### config.mk
export PLATFORM = sky130hd
export DESIGN_NAME = dmem_arbiter_flat
export DESIGN_NICKNAME = d
export VERILOG_FILES = /design/src/rtl/dmem_arbiter_if.sv /design/src/rtl/dmem_arbiter.sv /design/src/flat_wrapper.sv
export SDC_FILE = /design/constraint.sdc
export NUM_CORES = 1
export LEC_CHECK = 0
export CORE_MARGIN = 3
export CORE_UTILIZATION = 36
export DETAILED_ROUTE_END_ITERATION = 8
export GPL_TIMING_DRIVEN = 1
export PLACE_DENSITY = 0.92
export SLEW_MARGIN = 20
export SYNTH_ARGS = -nofsm -noshare
export SYNTH_HDL_FRONTEND = slang
export SYNTH_SLANG_ARGS = --single-unit
### constraint.sdc
create_clock -name clk -period 1.9 [get_ports clk]
set_input_delay 0.38 -clock clk [delete_from_list [all_inputs] [get_ports clk]]
set_output_delay 0.38 -clock clk [all_outputs]
set_load 0.1 [all_outputs]
### src/rtl/dmem_arbiter_if.sv
// -----------------------------------------------------------------------------
// dmem_arbiter_if
// Bundles the requester and memory-side signals of the two-port data-memory
// arbiter.
//   core_* / dma_*  : request (req, we, addr, wdata) and response
//                     (gnt, rvalid, rdata) of each requester
//   mem_*           : single-port memory drive (wr_en, addr, dat_in) and the
//                     asynchronous read data returned by the memory (dat_out)
//   busy / owner    : arbiter status (owner 0 = idle, 1 = core, 2 = dma)
// Modports:
//   slave  : the arbiter itself
//   master : the environment, meaning both requesters and the memory
// -----------------------------------------------------------------------------
interface dmem_arbiter_if #(
  parameter int DW = 8,
  parameter int AW = 8
);
  logic          core_req;
  logic          core_we;
  logic [AW-1:0] core_addr;
  logic [DW-1:0] core_wdata;
  logic          core_gnt;
  logic          core_rvalid;
  logic [DW-1:0] core_rdata;

  logic          dma_req;
  logic          dma_we;
  logic [AW-1:0] dma_addr;
  logic [DW-1:0] dma_wdata;
  logic          dma_gnt;
  logic          dma_rvalid;
  logic [DW-1:0] dma_rdata;

  logic          mem_wr_en;
  logic [AW-1:0] mem_addr;
  logic [DW-1:0] mem_dat_in;
  logic [DW-1:0] mem_dat_out;

  logic          busy;
  logic [1:0]    owner;

  modport slave (
    input  core_req, core_we, core_addr, core_wdata,
    output core_gnt, core_rvalid, core_rdata,
    input  dma_req, dma_we, dma_addr, dma_wdata,
    output dma_gnt, dma_rvalid, dma_rdata,
    output mem_wr_en, mem_addr, mem_dat_in,
    input  mem_dat_out,
    output busy, owner
  );

  modport master (
    output core_req, core_we, core_addr, core_wdata,
    input  core_gnt, core_rvalid, core_rdata,
    output dma_req, dma_we, dma_addr, dma_wdata,
    input  dma_gnt, dma_rvalid, dma_rdata,
    input  mem_wr_en, mem_addr, mem_dat_in,
    output mem_dat_out,
    input  busy, owner
  );
endinterface

### src/rtl/dmem_arbiter.sv
// -----------------------------------------------------------------------------
// dmem_arbiter
// Shares one single-port data memory between a core and a DMA engine.
// One access is performed per granted cycle. From IDLE a request is granted
// one cycle after it is seen; ties from IDLE go round-robin. While both ports
// request, an owner keeps the memory for at most MAX_BURST consecutive
// accesses; with no competition it keeps it indefinitely.
// Ports:
//   clk   : single clock, all state changes on posedge
//   reset : synchronous active-low reset; also gates grants and writes
//           combinationally while low
//   bus   : dmem_arbiter_if.slave (requesters, memory drive, busy/owner)
// -----------------------------------------------------------------------------
module dmem_arbiter #(
  parameter int DW        = 8,
  parameter int AW        = 8,
  parameter int MAX_BURST = 4   // legal range 1..15
) (
  input  logic          clk,
  input  logic          reset,
  dmem_arbiter_if.slave bus
);

  // Encoding doubles as the owner output value.
  typedef enum logic [1:0] {
    IDLE = 2'd0,
    CORE = 2'd1,
    DMA  = 2'd2
  } state_t;

  localparam logic [4:0] BURST_LIM = 5'(MAX_BURST);
  localparam logic [3:0] BURST_SAT = 4'(MAX_BURST);

  state_t        state, state_nxt;
  state_t        last_owner;
  logic [3:0]    cnt, cnt_nxt;      // accesses granted in the current tenure
  logic [4:0]    cnt_inc;
  logic          burst_done;        // the access granted now hits the limit
  logic          core_gnt, dma_gnt;
  logic          core_rvalid, dma_rvalid;
  logic [DW-1:0] core_rdata, dma_rdata;

  // Extra bit so the increment cannot wrap when MAX_BURST is 15.
  assign cnt_inc    = {1'b0, cnt} + 5'd1;
  assign burst_done = (cnt_inc >= BURST_LIM);

  // Next-state and grant logic.
  // NOTE: every output of this block is given a default first, so no path
  // leaves a value unassigned and no latch is inferred.
  always_comb begin
    state_nxt = state;
    core_gnt  = 1'b0;
    dma_gnt   = 1'b0;
    unique case (state)
      IDLE: begin
        if (bus.core_req && bus.dma_req)
          state_nxt = (last_owner == DMA) ? CORE : DMA;
        else if (bus.core_req)
          state_nxt = CORE;
        else if (bus.dma_req)
          state_nxt = DMA;
      end
      CORE: begin
        core_gnt = bus.core_req;
        if (!bus.core_req)
          state_nxt = bus.dma_req ? DMA : IDLE;
        else if (bus.dma_req && burst_done)
          state_nxt = DMA;
      end
      DMA: begin
        dma_gnt = bus.dma_req;
        if (!bus.dma_req)
          state_nxt = bus.core_req ? CORE : IDLE;
        else if (bus.core_req && burst_done)
          state_nxt = CORE;
      end
      default: state_nxt = IDLE;
    endcase
    // Reset suppresses any access in the cycle it is sampled.
    if (!reset) begin
      core_gnt = 1'b0;
      dma_gnt  = 1'b0;
    end
  end

  // Counter clears whenever the owner changes (including to IDLE) and
  // otherwise saturates at MAX_BURST so a lone owner can stay indefinitely.
  always_comb begin
    cnt_nxt = cnt;
    if (state_nxt != state)
      cnt_nxt = 4'd0;
    else if (core_gnt || dma_gnt)
      cnt_nxt = burst_done ? BURST_SAT : cnt_inc[3:0];
  end

  // NOTE: sequential state uses non-blocking assignments so every register
  // samples the pre-edge values of the others.
  always_ff @(posedge clk) begin
    if (!reset) begin
      state       <= IDLE;
      last_owner  <= DMA;          // core wins the first tie after reset
      cnt         <= 4'd0;
      core_rvalid <= 1'b0;
      dma_rvalid  <= 1'b0;
      // NOTE: read-data holding registers are cleared too; they are plain
      // flops, not a memory array, so reset costs nothing here.
      core_rdata  <= '0;
      dma_rdata   <= '0;
    end else begin
      state <= state_nxt;
      cnt   <= cnt_nxt;
      if (state_nxt != IDLE && state_nxt != state)
        last_owner <= state_nxt;
      core_rvalid <= core_gnt && !bus.core_we;
      dma_rvalid  <= dma_gnt && !bus.dma_we;
      if (core_gnt && !bus.core_we)
        core_rdata <= bus.mem_dat_out;
      if (dma_gnt && !bus.dma_we)
        dma_rdata <= bus.mem_dat_out;
    end
  end

  // Memory drive: follows the granted port, all-zero when nothing is granted.
  always_comb begin
    bus.mem_wr_en  = 1'b0;
    bus.mem_addr   = '0;
    bus.mem_dat_in = '0;
    if (core_gnt) begin
      bus.mem_wr_en  = bus.core_we;
      bus.mem_addr   = bus.core_addr;
      bus.mem_dat_in = bus.core_wdata;
    end else if (dma_gnt) begin
      bus.mem_wr_en  = bus.dma_we;
      bus.mem_addr   = bus.dma_addr;
      bus.mem_dat_in = bus.dma_wdata;
    end
  end

  assign bus.core_gnt    = core_gnt;
  assign bus.dma_gnt     = dma_gnt;
  assign bus.core_rvalid = core_rvalid;
  assign bus.dma_rvalid  = dma_rvalid;
  assign bus.core_rdata  = core_rdata;
  assign bus.dma_rdata   = dma_rdata;
  assign bus.busy        = (state != IDLE);
  assign bus.owner       = state;

endmodule

### src/flat_wrapper.sv
// flat-port wrapper written by rule: the top's interface ports become plain ports
module dmem_arbiter_flat 
#(
  parameter int DW        = 8,
  parameter int AW        = 8,
  parameter int MAX_BURST = 4                       
)
  (clk, reset, bus_core_req, bus_core_we, bus_core_addr, bus_core_wdata, bus_core_gnt, bus_core_rvalid, bus_core_rdata, bus_dma_req, bus_dma_we, bus_dma_addr, bus_dma_wdata, bus_dma_gnt, bus_dma_rvalid, bus_dma_rdata, bus_mem_wr_en, bus_mem_addr, bus_mem_dat_in, bus_mem_dat_out, bus_busy, bus_owner);
  dmem_arbiter_if #(.DW(DW), .AW(AW)) bus_i ();
  input  logic clk;
  input  logic reset;
  input wire logic [$bits(bus_i.core_req)-1:0] bus_core_req;
  input wire logic [$bits(bus_i.core_we)-1:0] bus_core_we;
  input wire logic [$bits(bus_i.core_addr)-1:0] bus_core_addr;
  input wire logic [$bits(bus_i.core_wdata)-1:0] bus_core_wdata;
  output wire logic [$bits(bus_i.core_gnt)-1:0] bus_core_gnt;
  output wire logic [$bits(bus_i.core_rvalid)-1:0] bus_core_rvalid;
  output wire logic [$bits(bus_i.core_rdata)-1:0] bus_core_rdata;
  input wire logic [$bits(bus_i.dma_req)-1:0] bus_dma_req;
  input wire logic [$bits(bus_i.dma_we)-1:0] bus_dma_we;
  input wire logic [$bits(bus_i.dma_addr)-1:0] bus_dma_addr;
  input wire logic [$bits(bus_i.dma_wdata)-1:0] bus_dma_wdata;
  output wire logic [$bits(bus_i.dma_gnt)-1:0] bus_dma_gnt;
  output wire logic [$bits(bus_i.dma_rvalid)-1:0] bus_dma_rvalid;
  output wire logic [$bits(bus_i.dma_rdata)-1:0] bus_dma_rdata;
  output wire logic [$bits(bus_i.mem_wr_en)-1:0] bus_mem_wr_en;
  output wire logic [$bits(bus_i.mem_addr)-1:0] bus_mem_addr;
  output wire logic [$bits(bus_i.mem_dat_in)-1:0] bus_mem_dat_in;
  input wire logic [$bits(bus_i.mem_dat_out)-1:0] bus_mem_dat_out;
  output wire logic [$bits(bus_i.busy)-1:0] bus_busy;
  output wire logic [$bits(bus_i.owner)-1:0] bus_owner;
  assign bus_i.core_req = bus_core_req;
  assign bus_i.core_we = bus_core_we;
  assign bus_i.core_addr = bus_core_addr;
  assign bus_i.core_wdata = bus_core_wdata;
  assign bus_core_gnt = bus_i.core_gnt;
  assign bus_core_rvalid = bus_i.core_rvalid;
  assign bus_core_rdata = bus_i.core_rdata;
  assign bus_i.dma_req = bus_dma_req;
  assign bus_i.dma_we = bus_dma_we;
  assign bus_i.dma_addr = bus_dma_addr;
  assign bus_i.dma_wdata = bus_dma_wdata;
  assign bus_dma_gnt = bus_i.dma_gnt;
  assign bus_dma_rvalid = bus_i.dma_rvalid;
  assign bus_dma_rdata = bus_i.dma_rdata;
  assign bus_mem_wr_en = bus_i.mem_wr_en;
  assign bus_mem_addr = bus_i.mem_addr;
  assign bus_mem_dat_in = bus_i.mem_dat_in;
  assign bus_i.mem_dat_out = bus_mem_dat_out;
  assign bus_busy = bus_i.busy;
  assign bus_owner = bus_i.owner;
  dmem_arbiter #(.DW(DW), .AW(AW), .MAX_BURST(MAX_BURST)) u_core (.clk(clk), .reset(reset), .bus(bus_i));
endmodule
# Word-level counts from Yosys, hierarchy flattened

Index checks and enable logic that the tools add are counted.

Flip-flop bits (word level): 26
Latch bits: 0
Memory bits (writable): 0
Memory bits (read-only): 0
Input bits: 46
Output and inout port bits: 40
Word-level logic and storage cells: 49
Memories kept: 0

Add/subtract/negate cells: 1
$mul: 0
Divide/modulo/power cells: 0
Order comparisons: 1
Equal/unequal tests: 4
Shift operators: 0
Multiplexer cells: 22
Bitwise gates (word level): 1
Reductions and logical operators: 13

Operator list:

| operator            | number |
|---|---|
| $mux 8              | 4 |
| $mux 2              | 9 |
| $mux 1              | 7 |
| $logic_and 1x1->1   | 6 |
| $pmux 2 s3          | 1 |
| $add 4x1->5 const B | 1 |
| $ge 5x3->1 const B  | 1 |
| $eq 2x2->1 const B  | 2 |
| $mux 4              | 1 |
| $reduce_bool 2->1   | 2 |
| $eq 2x1->1 const B  | 1 |
| $logic_not 1->1     | 2 |
| $logic_not 2->1     | 1 |
| $ne 2x2->1          | 1 |
| $reduce_or 2->1     | 1 |
| $logic_or 1x1->1    | 1 |
| $not 1->1           | 1 |

# Logic depth before layout (Yosys ltp)

Word-level depth: 8
Gate-level depth with buffers: 6
Mapped depth without buffers: 6

# Worst setup path after synthesis

OpenSTA, ideal clock, no wires.

Kind: flip-flop to output port
Start: reg u_core.state[1], in the netlist u_core.bus.owner[1]
End: out bus_mem_addr[5]
Data arrival time: 3.046 ns
Required time: 1.520 ns
Slack: -1.526 ns
Cell stages (with the launch flop): 6
Buffers on the path: 3
Cell sequence: dfxtp_1 > buf_2 > and4b_1 > buf_2 > buf_2 > a22o_1

Longest elaborated chain between the ends: 5
Elaborated cells between the ends (all ways): 8
Those cells by class: 2 x eq/ne; 6 x mux

RTL lines:

| element                  | RTL line            | RTL |
|---|---|---|
| start: declaration       | dmem_arbiter.sv:34  | `state_t state, state_nxt;` |
| start signal: assignment | dmem_arbiter.sv:110 | `state <= state_nxt;` |
| $eq 2x2->1               | dmem_arbiter.sv:54  | `unique case (state)` |
| $mux 1                   | dmem_arbiter.sv:54  |  |
| $mux 1                   | dmem_arbiter.sv:80  | `if (!reset) begin` |
| net bus_dma_gnt          | flat_wrapper.sv:23  | `output wire logic [$bits(bus_i.dma_gnt)-1:0] bus_dma_gnt;` |
| $mux 8                   | dmem_arbiter.sv:132 | `end else if (dma_gnt) begin` |
| $mux 8                   | dmem_arbiter.sv:128 | `if (core_gnt) begin` |
| end: declaration         | flat_wrapper.sv:27  | `output wire logic [$bits(bus_i.mem_addr)-1:0] bus_mem_addr;` |

The timed path passes the listed nets, and every way through them passes these cells.

# Worst setup path after layout

Start: reg u_core.state[1], in the netlist u_core.bus.owner[1]
End: out bus_mem_addr[7]

Longest elaborated chain between the ends: 5
Elaborated cells between the ends (all ways): 8
Those cells by class: 2 x eq/ne; 6 x mux

RTL lines:

| element    | RTL line |
|---|---|
| $eq 2x2->1 | dmem_arbiter.sv:54 |
| $mux 1     | dmem_arbiter.sv:54 |
| $mux 1     | dmem_arbiter.sv:80 |
| $mux 8     | dmem_arbiter.sv:132 |
| $mux 8 (*) | dmem_arbiter.sv:128 |

Mark *: on every way between the ends. The rest lies on a longest branch, timed or not.

==> run metrics <==
ports placed on the boundary=86; largest cells by area after synthesis=sky130_fd_sc_hd__dfxtp_1 (40%), sky130_fd_sc_hd__a22o_1 (11%), sky130_fd_sc_hd__nand2_1 (11%), sky130_fd_sc_hd__o21ai_0 (8.0%), sky130_fd_sc_hd__buf_2 (3.4%); number of placement rows=21; unrepaired setup endpoints after global routing=yes; max-capacitance violation count=0; worst slew margin relative to its limit=79.4%; largest area contributor in the synthesized netlist=sky130_fd_sc_hd__dfxtp_1; number of flops mapped to enable cells by yosys=0; Critical Path End Type=primary output; number of non-filler instances in the completed layout=306; cell area after technology mapping=1310 um2; violated checks=negative setup slack; simple-gate portion of the synthesized area=23.4%; area after detailed placement=2570 um2; global-route usage over all layers=25.0%; number of search-and-repair iterations in the first detailed-routing pass=4; Peak supply drop=0.556 mV; cell at the root of the clock tree=sky130_fd_sc_hd__clkbuf_4; highest fanout seen on the critical path=11; minimum clock period after layout=2050 ps; global placement routability congestion=0.843; synthesized-area fraction occupied by adder cells=1.91%; leading cell types by count after synthesis=sky130_fd_sc_hd__nand2_1 (39), sky130_fd_sc_hd__dfxtp_1 (26), sky130_fd_sc_hd__o21ai_0 (21); Worst Skew=11.1 ps; area of all placed cells without fillers=2710 um2; cell with the most instances after synthesis=sky130_fd_sc_hd__nand2_1; residual overflow from global routing=0; required time at the endpoint of the critical path=1520 ps; CTS clock-pin slew for the worst setup and hold paths=140 ps; fill cell instance count of the final layout=178; number of antenna-violating nets in the routed design=0; startpoint types=register; clock latency reported for the late side of the worst-skew pair=330 ps; remaining design rule violation count=0; DRT iter0 DRCs=123; Global Route met1 Usage=26.7%; share of synthesized flip-flops with an asynchronous set or reset=0%; Worst Setup Path Type=register to primary output; multi-input gate area in the final layout=811 um2; mean cell area of the mapped netlist=7.99 um2; cell depth of the worst min-delay path=2; initial antenna violation count=0; Die Wd=66.3 um; number of antenna diodes=0; Final Core Density=79.3%; # H-tree levels=1; final number of hold-violating endpoints=0; die height=66.3 um; total clock buffers created by CTS=3; via count of the first global-routing pass=1637; Core Region=3420 um2; sequential element share of the synthesized area=39.7%; clock sink count=26; number of nets produced by synthesis=212; combinational family with the most area after synthesis=compound AO/OA/AOI/OAI gates; total of warnings raised by yosys=0; half-perimeter wire length of the detailed placement result=3840 um; worst hold path type=register to register; actual transition at the worst max-transition pin=305 ps; Total Nets Final=309; LEAKAGE=1.14 nW; Starting Density=38.4%; pin count of the biggest net entering global routing=22; vias per cell=5.62; ratio of final minimum period to clock period=108%; die footprint=4400 um2; path depth of the worst reg2reg path=9; GRT met3 Usage=6.97%; register area=528 um2; layer carrying the most global-route usage=met2; count of buffers inserted at the top-level ports=85; number of buffers inserted for hold repair after clock tree synthesis=0; clock tree from TritonCTS=yes; number of unique standard cell types used by synthesis=35; register bit count reported by yosys=26; arrival time reported for the critical path endpoint=1670 ps; placed cells=295; final setup margin=-150 ps; global-route wire length before repair=8360 um; share of synthesized area spent on multiplexers=0%; Max Clock Freq=0.488 GHz; per-cell routed wire length=19.7 um; buffer levels on the longest clock path=2; max-slew violations=0; total number of vias=1719; share of the synthesized netlist area taken by xor and xnor gates=0.669%; ratio of cells with drive above 1 in the final layout=35.4%; Layout Area Growth over Synthesis=107%; final setup violation count=18; overall routed net length=6010 um; global-route met2 utilization=46.0%; most frequently used flop master after synthesis=sky130_fd_sc_hd__dfxtp_1; fraction of the mapped netlist area in compound gates=28.6%; number of instances in the synthesized netlist=164; run status=complete, but fails checks; areal power density over the cells=528 nW/um2; post-synth top area share=39.7%
cells in the final DEF (no fill, tap or decap), types with 3 or more instances in the layout:
cell type / count
sky130_fd_sc_hd__a22o_2: 8
sky130_fd_sc_hd__buf_12: 26
sky130_fd_sc_hd__inv_1: 4
sky130_fd_sc_hd__nor2_1: 6
sky130_fd_sc_hd__dfxtp_1: 24
sky130_fd_sc_hd__nand2_1: 39
sky130_fd_sc_hd__a31oi_1: 3
sky130_fd_sc_hd__a21oi_1: 3
sky130_fd_sc_hd__clkbuf_4: 3
sky130_fd_sc_hd__a22o_4: 9
sky130_fd_sc_hd__o21ai_0: 21
sky130_fd_sc_hd__buf_4: 29
sky130_fd_sc_hd__clkdlybuf4s50_1: 42
sky130_fd_sc_hd__dlygate4sd2_1: 3
critical path: stages, from the launching register on:
cell	delay [ps]
sky130_fd_sc_hd__dfxtp_4	390
sky130_fd_sc_hd__buf_6	120
sky130_fd_sc_hd__and4b_2	330
sky130_fd_sc_hd__buf_12	150
sky130_fd_sc_hd__a22o_2	170
sky130_fd_sc_hd__buf_12	180
through the flow:
stage          setup WS [ps]  power, mW  setup TNS [ps]  hold slack [ps]
6_report                -150       1.43           -2320              475
3_3_place_gp            -174       1.12           -3270              445
3_5_place_dp            -244       1.13           -4150              453
2_1_floorplan           -103      0.892           -1230              463
4_1_cts                 -112       1.41           -1560              474
5_1_grt                 -208       1.48           -3210              498
power by group:
part / internal [mW] / total [mW] / switching [mW]
combinational: 0.243 / 0.575 / 0.332
sequential: 0.563 / 0.575 / 0.0124
clock: 0.117 / 0.280 / 0.162
total: 0.923 / 1.43 / 0.507
cell type report:
cell class | instances | area share (%)
Clock buffer | 4 | 1.34
Inverter | 4 | 0.555
Sequential cell | 26 | 19.5
Timing Repair Buffer | 104 | 46.5
Multi-Input combinational cell | 122 | 29.9
Tap cell | 46 | 2.13
final timing paths:
| path | slack (ps) | to | from |
|---|---|---|---|
| max reg2reg | 70 | u_core.cnt[0] | u_core.bus.owner[1] |
| min | 470 | u_core.bus.core_rdata[3] | u_core.bus.core_rdata[3] |
| max | -150 | bus_mem_addr[7] | u_core.bus.owner[1] |
| min reg2reg | 470 | u_core.bus.core_rdata[3] | u_core.bus.core_rdata[3] |
sequential cells by signal (all words and copies together), names as in the netlist:
| register | count |
|---|---|
| u_core.bus.core_rdata | 8 |
| u_core.bus.dma_rdata | 8 |
| u_core.cnt | 4 |
| u_core.bus.owner | 2 |
| u_core.last_owner | 2 |
| u_core.bus.core_rvalid | 1 |
| u_core.bus.dma_rvalid | 1 |
metal layers:
metal  share of wire (%)  wire length, um
met5                   0                0
met4                 2.8              170
met3                 9.9              597
met2                  50             2990
met1                  38             2260
what timing repair did:
item / 4_1_cts / 5_1_grt
resized for setup: 6 / 3
pin swaps: 1 / 0
gates cloned: 1 / 1
endpoints found under the setup margin: 19 / 19
setup buffers: 2 / 3
logic make-up after synthesis:
| logic type | after synthesis |
|---|---|
| adder cells (fa/ha/maj) | 2 |
| AO/OA/AOI/OAI | 55 |
| buffers and inverters | 16 |
| AND/OR/NAND/NOR | 64 |
| flip-flops | 26 |
| XOR/XNOR | 1 |
Power figures use the tool's default switching activity.
